`config.mk`:
```
export PLATFORM = sky130hd
export DESIGN_NAME = dct_mem_sequencer_flat
export DESIGN_NICKNAME = d
export VERILOG_FILES = /design/src/rtl/dct_mem_sequencer_pkg.sv /design/src/rtl/dct_mem_sequencer_if.sv /design/src/rtl/dct_mem_sequencer_valid_delay_line.sv /design/src/rtl/dct_mem_sequencer.sv /design/src/flat_wrapper.sv
export SDC_FILE = /design/constraint.sdc
export NUM_CORES = 1
export LEC_CHECK = 0
export ABC_CLOCK_PERIOD_IN_PS = 1700
export CAP_MARGIN = 5
export CORE_MARGIN = 2
export CORE_UTILIZATION = 43
export CTS_CLUSTER_DIAMETER = 80
export DETAILED_ROUTE_END_ITERATION = 8
export PLACE_DENSITY = 0.72
export SYNTH_ARGS = -nofsm -noshare
export SYNTH_HDL_FRONTEND = slang
export SYNTH_SLANG_ARGS = --single-unit
```
`constraint.sdc`:
```
create_clock -name clk -period 1.7 [get_ports clk]
set_clock_uncertainty 0.05 [all_clocks]
set_input_delay 0.255 -clock clk [delete_from_list [all_inputs] [get_ports clk]]
set_output_delay 0.255 -clock clk [all_outputs]
set_load 0.03 [all_outputs]
```
`src/rtl/dct_mem_sequencer_pkg.sv`:
```
// Shared definitions for the DCT memory sequencer: memory geometry, DCT block
// constants, controller state encoding and the block-phase helper.
package dct_mem_pkg;

  localparam int MEM_WORDS   = 16384;
  localparam int MEM_RA_W    = 10;
  localparam int MEM_CA_W    = 4;
  localparam int MEM_ADDR_W  = MEM_RA_W + MEM_CA_W;
  localparam int DCT_BLK     = 16;
  localparam int DCT_LAT_DEF = 17;

  typedef enum logic [1:0] {
    ST_IDLE  = 2'd0,
    ST_READ  = 2'd1,
    ST_DRAIN = 2'd2,
    ST_FIN   = 2'd3
  } seq_state_t;

  // Even-numbered blocks see flag 1, odd-numbered blocks see flag 0.
  function automatic logic phase_flag(input logic [MEM_ADDR_W-1:0] addr,
                                      input logic [3:0] blk_log2);
    return ~addr[blk_log2];
  endfunction

endpackage

```
`src/rtl/dct_mem_sequencer_if.sv`:
```
// Memory-side bus of the sequencer: input-memory read port, DCT phase flag
// and output-memory write port.
interface dct_mem_sequencer_if;
  import dct_mem_pkg::*;

  logic [MEM_RA_W-1:0] in_ra;
  logic [MEM_CA_W-1:0] in_ca;
  logic                in_nce;
  logic                in_nwrt;
  logic                dct_flag;
  logic [MEM_RA_W-1:0] out_ra;
  logic [MEM_CA_W-1:0] out_ca;
  logic                out_nce;
  logic                out_nwrt;

  modport master (
    output in_ra, in_ca, in_nce, in_nwrt, dct_flag,
    output out_ra, out_ca, out_nce, out_nwrt
  );

  modport slave (
    input in_ra, in_ca, in_nce, in_nwrt, dct_flag,
    input out_ra, out_ca, out_nce, out_nwrt
  );

endinterface

```
`src/rtl/dct_mem_sequencer_valid_delay_line.sv`:
```
// Fixed-depth 1-bit shift register carrying the read-issued marker through the
// memory + DCT latency; flush clears every stage synchronously.
module valid_delay_line #(
  parameter int DEPTH = 18
) (
  input  logic clk,
  input  logic flush,
  input  logic din,
  output logic dout
);

  logic [DEPTH-1:0] sr;

  always_ff @(posedge clk) begin
    if (flush) begin
      sr <= '0;
    end else begin
      sr[0] <= din;
      for (int i = 1; i < DEPTH; i++) begin
        sr[i] <= sr[i-1];
      end
    end
  end

  assign dout = sr[DEPTH-1];

endmodule

```
`src/rtl/dct_mem_sequencer.sv`:
```
// Runs one DCT pass: streams the input memory into the DCT in address order and
// writes each result to the output memory once the pipeline latency has elapsed.
module dct_mem_sequencer
  import dct_mem_pkg::*;
#(
  parameter int NWORDS  = MEM_WORDS,
  parameter int BLK     = DCT_BLK,
  parameter int RD_LAT  = 1,
  parameter int DCT_LAT = DCT_LAT_DEF
) (
  input  logic       clk,
  input  logic       reset,
  // start is a one-cycle request honoured only in IDLE; busy covers the whole
  // pass and done pulses once after the last write. start outside IDLE only
  // raises start_err.
  input  logic       start,
  output logic       busy,
  output logic       done,
  output logic       start_err,
  output seq_state_t state_dbg,
  dct_mem_sequencer_if.master mem
);

  localparam int AW       = $clog2(NWORDS);
  localparam int L        = RD_LAT + DCT_LAT;
  localparam int BLK_LOG2 = $clog2(BLK);
  localparam logic [AW-1:0] LAST = AW'(NWORDS - 1);

  seq_state_t    state_q, state_d;
  logic [AW-1:0] rd_addr_q, rd_addr_d;
  logic [AW-1:0] wr_addr_q, wr_addr_d;
  logic          rd_en_q, rd_en_d;
  logic          busy_q, busy_d;
  logic          done_q, done_d;
  logic          err_q, err_d;
  logic          wr_v;
  logic          flush;
  logic          flag_in;
  logic [RD_LAT-1:0] flag_pipe;

  assign flush = ~reset;

  valid_delay_line #(.DEPTH(L)) u_valid_delay_line (
    .clk   (clk),
    .flush (flush),
    .din   (rd_en_q),
    .dout  (wr_v)
  );

  always_comb begin
    state_d   = state_q;
    rd_addr_d = rd_addr_q;
    wr_addr_d = wr_addr_q;
    rd_en_d   = 1'b0;
    busy_d    = busy_q;
    done_d    = 1'b0;
    err_d     = 1'b0;
    if (wr_v) wr_addr_d = wr_addr_q + AW'(1);
    unique case (state_q)
      ST_IDLE: begin
        if (start) begin
          state_d   = ST_READ;
          rd_addr_d = '0;
          wr_addr_d = '0;
          rd_en_d   = 1'b1;
          busy_d    = 1'b1;
        end
      end
      ST_READ: begin
        err_d = start;
        if (rd_addr_q == LAST) begin
          state_d   = ST_DRAIN;
          rd_addr_d = '0;
        end else begin
          rd_addr_d = rd_addr_q + AW'(1);
          rd_en_d   = 1'b1;
        end
      end
      ST_DRAIN: begin
        err_d = start;
        if (wr_v && (wr_addr_q == LAST)) begin
          state_d = ST_FIN;
          done_d  = 1'b1;
          busy_d  = 1'b0;
        end
      end
      ST_FIN: begin
        err_d   = start;
        state_d = ST_IDLE;
      end
      default: state_d = ST_IDLE;
    endcase
  end

  always_ff @(posedge clk) begin
    if (!reset) begin
      state_q   <= ST_IDLE;
      rd_addr_q <= '0;
      wr_addr_q <= '0;
      rd_en_q   <= 1'b0;
      busy_q    <= 1'b0;
      done_q    <= 1'b0;
      err_q     <= 1'b0;
    end else begin
      state_q   <= state_d;
      rd_addr_q <= rd_addr_d;
      wr_addr_q <= wr_addr_d;
      rd_en_q   <= rd_en_d;
      busy_q    <= busy_d;
      done_q    <= done_d;
      err_q     <= err_d;
    end
  end

  // Phase flag follows the issued address through the read latency so it lines
  // up with the word arriving at the DCT input; idle cycles carry 1.
  assign flag_in = rd_en_q ? phase_flag(MEM_ADDR_W'(rd_addr_q), 4'(BLK_LOG2)) : 1'b1;

  always_ff @(posedge clk) begin
    if (!reset) begin
      flag_pipe <= '1;
    end else begin
      flag_pipe[0] <= flag_in;
      for (int i = 1; i < RD_LAT; i++) begin
        flag_pipe[i] <= flag_pipe[i-1];
      end
    end
  end

  assign {mem.in_ra, mem.in_ca}   = MEM_ADDR_W'(rd_addr_q);
  assign mem.in_nce               = ~rd_en_q;
  assign mem.in_nwrt              = 1'b1;
  assign mem.dct_flag             = flag_pipe[RD_LAT-1];
  assign {mem.out_ra, mem.out_ca} = MEM_ADDR_W'(wr_addr_q);
  assign mem.out_nce              = ~wr_v;
  assign mem.out_nwrt             = ~wr_v;

  assign busy      = busy_q;
  assign done      = done_q;
  assign start_err = err_q;
  assign state_dbg = state_q;

endmodule

```
`src/flat_wrapper.sv`:
```
// flat-port wrapper written by rule: the top's interface ports become plain ports
module dct_mem_sequencer_flat import dct_mem_pkg::*;
#(
  parameter int NWORDS  = MEM_WORDS,
  parameter int BLK     = DCT_BLK,
  parameter int RD_LAT  = 1,
  parameter int DCT_LAT = DCT_LAT_DEF
)
  (clk, reset, start, busy, done, start_err, state_dbg, mem_in_ra, mem_in_ca, mem_in_nce, mem_in_nwrt, mem_dct_flag, mem_out_ra, mem_out_ca, mem_out_nce, mem_out_nwrt);
  dct_mem_sequencer_if mem_i ();
  input  logic clk;
  input  logic reset;
  input  logic start;
  output logic busy;
  output logic done;
  output logic start_err;
  output seq_state_t state_dbg;
  output wire logic [$bits(mem_i.in_ra)-1:0] mem_in_ra;
  output wire logic [$bits(mem_i.in_ca)-1:0] mem_in_ca;
  output wire logic [$bits(mem_i.in_nce)-1:0] mem_in_nce;
  output wire logic [$bits(mem_i.in_nwrt)-1:0] mem_in_nwrt;
  output wire logic [$bits(mem_i.dct_flag)-1:0] mem_dct_flag;
  output wire logic [$bits(mem_i.out_ra)-1:0] mem_out_ra;
  output wire logic [$bits(mem_i.out_ca)-1:0] mem_out_ca;
  output wire logic [$bits(mem_i.out_nce)-1:0] mem_out_nce;
  output wire logic [$bits(mem_i.out_nwrt)-1:0] mem_out_nwrt;
  assign mem_in_ra = mem_i.in_ra;
  assign mem_in_ca = mem_i.in_ca;
  assign mem_in_nce = mem_i.in_nce;
  assign mem_in_nwrt = mem_i.in_nwrt;
  assign mem_dct_flag = mem_i.dct_flag;
  assign mem_out_ra = mem_i.out_ra;
  assign mem_out_ca = mem_i.out_ca;
  assign mem_out_nce = mem_i.out_nce;
  assign mem_out_nwrt = mem_i.out_nwrt;
  dct_mem_sequencer #(.NWORDS(NWORDS), .BLK(BLK), .RD_LAT(RD_LAT), .DCT_LAT(DCT_LAT)) u_core (.clk(clk), .reset(reset), .start(start), .busy(busy), .done(done), .start_err(start_err), .state_dbg(state_dbg), .mem(mem_i));
endmodule
```
Word level (Yosys, flattened, before mapping). Index checks and enable logic that the tools add are counted.

Bits in registers: 53. Bits in latches: 0. RAM bits: 0. ROM bits: 0. Input port bits: 3. Memories kept: 0.

Add/subtract/negate cells: 2. Multipliers: 0. Divide/modulo/power cells: 0. Order comparisons: 0. Equal/unequal tests: 8. Shifts and indexed selects: 0. Multiplexer cells: 17. Bitwise logic cells: 3. Reductions and logical operators: 11.

Operators with widths (number): 14-bit two-way mux (5); 14-bit by 1-bit adder with 14-bit output, second input constant (2); 14-bit equality test, second input constant (2); 14-bit one-hot mux with 2 select lines (1); 2-bit one-hot mux with 4 select lines (1); 2-bit AND reduction (4); 2-bit two-way mux (3); 3-bit AND reduction (2); 1-bit two-way mux (5); 2-bit equality test, second input constant (2); 2-bit by 1-bit inequality test with 1-bit output, second input constant (2); 1-bit one-hot mux with 2 select lines (2); 2-bit nonzero test (2); 1-bit NOT (3); 3-bit OR reduction (1); 2-bit by 1-bit equality test with 1-bit output, second input constant (1); 2-bit zero test (1); 2-bit inequality test, second input constant (1); 1-bit logical AND (1).

Longest topological paths before layout.
Depth in word-level cells: 4. Depth in mapped cells: 7.

Cells and area by module. Synthesis repeated with hierarchy kept, for this count alone.

Cells, all modules: 225. Area total of the unflattened synthesis: 2129.5 um^2.

Modules (own cells, without submodules): dct_mem_sequencer (times used 1, cells an instance 188, area an instance 1640.3 um^2); valid_delay_line (times used 1, cells an instance 37, area an instance 489.2 um^2).

Worst setup path after synthesis. Ideal clock, no wire load.

Path type: flip-flop to flip-flop. From: register u_core.state_q[0] (netlist: u_core.state_dbg[0]). To: register u_core.rd_addr_q[12]. Setup time: 116 ps. Data arrival time: 1875 ps. Setup slack: -341 ps. Stages on the path, launching flop included: 8. Clock period less this slack: 2041 ps. Cells stage by stage: dfxtp_1 -> inv_1 -> ha_1 -> mux2i_1 -> clkbuf_1 -> nor4_1 -> xnor2_1 -> nor2_1.

Longest elaborated chain between the ends: 3.

Ends and longest elaborated chain: start, declared (line dct_mem_sequencer.sv:29) `seq_state_t state_q, state_d;`; start signal, assigned (line dct_mem_sequencer.sv:105) `state_q <= state_d;`; 2-bit by 1-bit equality test with 1-bit output or 2-bit zero test (tied branches) (line dct_mem_sequencer.sv:59) `unique case (state_q)`; 2-bit nonzero test (no line) or 2-bit inequality test (tied branches); 2-bit AND reduction (no line); end signal, assigned (line dct_mem_sequencer.sv:106) `rd_addr_q <= rd_addr_d;`; end, declared (line dct_mem_sequencer.sv:30) `logic [AW-1:0] rd_addr_q, rd_addr_d;`.

Parallel ways exist; a longest one is shown, timed or not. A chain may end at the register's enable or synchronous reset.

Worst setup path after layout.
From: register u_core.state_q[0] (netlist: u_core.state_dbg[0]). To: register u_core.rd_addr_q[13].

The elaborated chain is that of the path after synthesis.

==> qor.csv <==
stage;metric;value;unit
run_status;status;finished, violations left;
run_status;violations;setup timing;
clock_network;tritoncts;yes;
global_routing;grt_most_used_layer;met2;
clock_network;clk_transition_reported_paths;0.10;ns
clock_network;postCtsHoldBufs;0;
route;wl_per_cell;12.53;um
route;ant_nets;0;
yosys;seq_area_frac_synth;50.36;%
power_and_ir_drop;power_density;1032;mW/mm^2
worst_hold_path;hold_end;u_core.u_valid_delay_line.sr[3]$_SDFF_PN0_;
yosys;synth.avg_cell_area;9.406;sq um
global_routing;antenna_found_initial;0;
place;io_buffers;39;
yosys;synthesis.nets;233;
yosys;synth_cells;224;
timing;setup_ws;-0.03423;ns
setup_path;rrSetupSlack;-0.03;ns
clock_network;numCtsBuffers;5;
floorplan;ios;41;
power_and_ir_drop;worst_ir_drop_vdd;0.8383;mV
setup_path;worst-path-max-fanout;5;
finish;area_growth;45.72;%
job;max_cap_viol_count;0;
finish;insertedDiodeCount;0;
setup_path;worst-endpoint-required;1.89;ns
floorplan;die_x;74;um
place;gp_congestion;0.8038;
yosys;ys_ff_latch;53;
global_routing;grt_start_max_net_pins;22;
setup_path;critPathCaptureType;flop;
global_routing;use_met1;21.88;%
yosys;synth_cell_types;35;
clock_network;htreeDepth;2;
finish;n_fill_cell;398;
power_and_ir_drop;p_leak;1.386;nW
finish;final_common_cell;buf_4;
route;routed_wl;4598;um
route;drt_iter0_drc;42;
setup_path;r2r_start;u_core.state_dbg[0]$_SDFFE_PN0P_;
setup_path;reg2reg_to;u_core.rd_addr_q[13]$_SDFFE_PN0P_;
timing;period_share;102.0;%
floorplan;coreArea;0.004723;sq mm
timing;slew_headroom;66.48;%
floorplan;die_h;74;um
clock_network;clock-root-buffer;clkbuf_8;
route;route.detailed.drc;0;
global_routing;track_usage;17.23;%
timing;min_period;1.734;ns
finish;fin_nets;308;
global_routing;met3_usage;5.014;%
timing;hold_viol;0;
worst_hold_path;min_from;u_core.u_valid_delay_line.sr[2]$_SDFF_PN0_;
timing;setup_viol;1;
yosys;synth_top_area_share;50.36;%
timing;setup_tns;-0.03423;ns
timing;drv_slew;0;
route;firstDrtPassIters;4;
global_routing;grt_pass1_vias;1587;
setup_path;path_class;flop to flop;
worst_hold_path;min_path_type;flop to flop;
route;vias_per_cell;4.910;
place;dpl.hpwl;3193;um
worst_hold_path;hold_depth;1;
timing;rsz0062_at_grt;yes;
floorplan;rows;25;
global_routing;grt_pass1_wl;7217;um
setup_path;ff2ff_path_depth;6;
finish;register_area;0.001102;sq mm
global_routing;grt_util_met2;27.78;%
yosys;synth_area_leader_cell;dfxtp_1;
route;vias;1802;
setup_path;cp.arrival;1.93;ns
global_routing;grt_overflow;0;
yosys;synth_top_cells_by_area;dfxtp_1 (50%), xnor2_1 (6.7%), and2_1 (5.0%);
yosys;syn_area;0.002107;sq mm
floorplan;start_util;44.61;%
timing;whs;0.3900;ns
clock_network;clk_latency;0.31;ns
timing;worst_slew_pin_slew;0.4958;ns
finish;mostFrequentLayoutCells;buf_4 (35), dfxtp_1 (32), nor2_1 (27), dlygate4sd2_1 (21), and2_1 (17);
timing;fmax;0.5766;GHz
finish;drive_above_1_share;29.67;%
yosys;yosysWarnings;0;
clock_network;cts_max_path_buffers;2;
clock_network;cts_sinks;53;
finish;multi_input_area;0.001059;sq mm
floorplan;dieArea;0.005476;sq mm
setup_path;start_kind;flop;
registers in the layout, indices dropped and copies added, names as in the netlist:
name                          cells
u_core.u_valid_delay_line.sr     18
u_core.rd_addr_q                 14
u_core.wr_addr_q                 14
u_core.state_dbg                  2
u_core.busy                       1
u_core.done                       1
u_core.mem.dct_flag               1
u_core.rd_en_q                    1
u_core.start_err                  1
Yosys cell counts:
library cell	count
o211ai_1	1
o41ai_1	1
o32ai_1	1
conb_1	1
nor4_1	4
o41a_1	1
xor2_1	4
mux2i_1	4
or2_2	3
nand3_1	6
nor2b_1	1
o211a_1	1
or3_1	5
dfxtp_1	53
or3_2	3
o21ai_0	7
and3_1	1
o21ai_1	1
ha_1	6
or4_4	1
nand2b_1	1
nor4b_1	2
a211oi_1	1
and2_1	17
nor2_1	27
xnor2_1	16
nand2_1	14
nand3_4	1
clkbuf_1	4
nor3_1	6
inv_1	10
a21oi_1	7
nor3b_1	1
nand4_1	8
buf_4	4
how the worst max path moves through the flow:
| stage | to | slack [ns] | from | cells after the start |
|---|---|---|---|---|
| after floorplan | u_core.rd_addr_q[11]$_SDFFE_PN0P_ | -0.01 | u_core.state_dbg[1]$_SDFFE_PN0P_ | 7 |
| after global placement | u_core.rd_addr_q[13]$_SDFFE_PN0P_ | -0.14 | start | 5 |
| after detailed placement | u_core.rd_addr_q[13]$_SDFFE_PN0P_ | -0.17 | start | 5 |
| after CTS | u_core.rd_addr_q[13]$_SDFFE_PN0P_ | -0.01 | u_core.state_dbg[0]$_SDFFE_PN0P_ | 6 |
| final | u_core.rd_addr_q[13]$_SDFFE_PN0P_ | -0.03 | u_core.state_dbg[0]$_SDFFE_PN0P_ | 6 |
| after global routing | u_core.rd_addr_q[1]$_SDFFE_PN0P_ | -0.09 | u_core.rd_addr_q[8]$_SDFFE_PN0P_ | 6 |
logic make-up (layout without fill, tap and decap cells):
kind of cell / after synthesis / count (layout) / share of synthesized area, %
other: 1 / 1 / 0.1780
AOI/OAI and AO/OA: 21 / 21 / 6.116
and+or+nand+nor: 101 / 101 / 25.65
xor gates and xnor gates: 20 / 20 / 8.313
adders and majority gates: 6 / 6 / 3.563
buffers and inverters: 18 / 94 / 3.919
DFF: 53 / 53 / 50.36
muxes: 4 / 4 / 1.900
timing repair:
action | in CTS | in global routing
buffers inserted | 2 | 3
gates resized for setup | 23 | 21
endpoints found under the setup margin | 23 | 24
pin swaps | 4 | 6
layout make-up:
| class | instances | share of cell area (%) |
|---|---|---|
| clock buffers | 6 | 2.689 |
| clock inverters | 2 | 0.4890 |
| inverters | 10 | 1.385 |
| multi-input cells | 153 | 34.47 |
| flip-flops and latches | 53 | 35.90 |
| well taps | 67 | 2.730 |
| repair buffers | 76 | 22.33 |
routing by layer:
metal  routed length (um)  vias to the layer above
met1                 2077                      845
li1                     -                      900
met5                    0                        -
met4                   84                        0
met3                  251                       10
met2                 2184                       47
worst max-delay path, stage by stage, from the launching register on:
cell and delay, ns:
dfxtp_4 0.38, inv_4 0.05, ha_4 0.17, mux2i_4 0.20, or3_4 0.34, or3_4 0.37
a21oi_2 0.11
per-stage QoR:
stage                     util (%)  cells  setup slack [ns]  power [mW]  cell area, sq um
after global placement       60.79    354           -0.1386       2.376              2872
final                        65.01    367          -0.03423       3.169              3070
after floorplan                  -    224          -0.01129       2.019              2191
after global routing         65.01    367          -0.09310       3.334              3070
after CTS                    62.94    364          -0.01348       3.168              2973
after detailed placement     60.79    354           -0.1665       2.393              2872
where the power goes:
part	internal [mW]	switching (mW)	leakage, nW
Clock	0.337	0.416	0.0521
Sequential	1.32	0.0461	0.440
Combinational	0.491	0.557	0.893
Power figures use the tool's default switching activity.
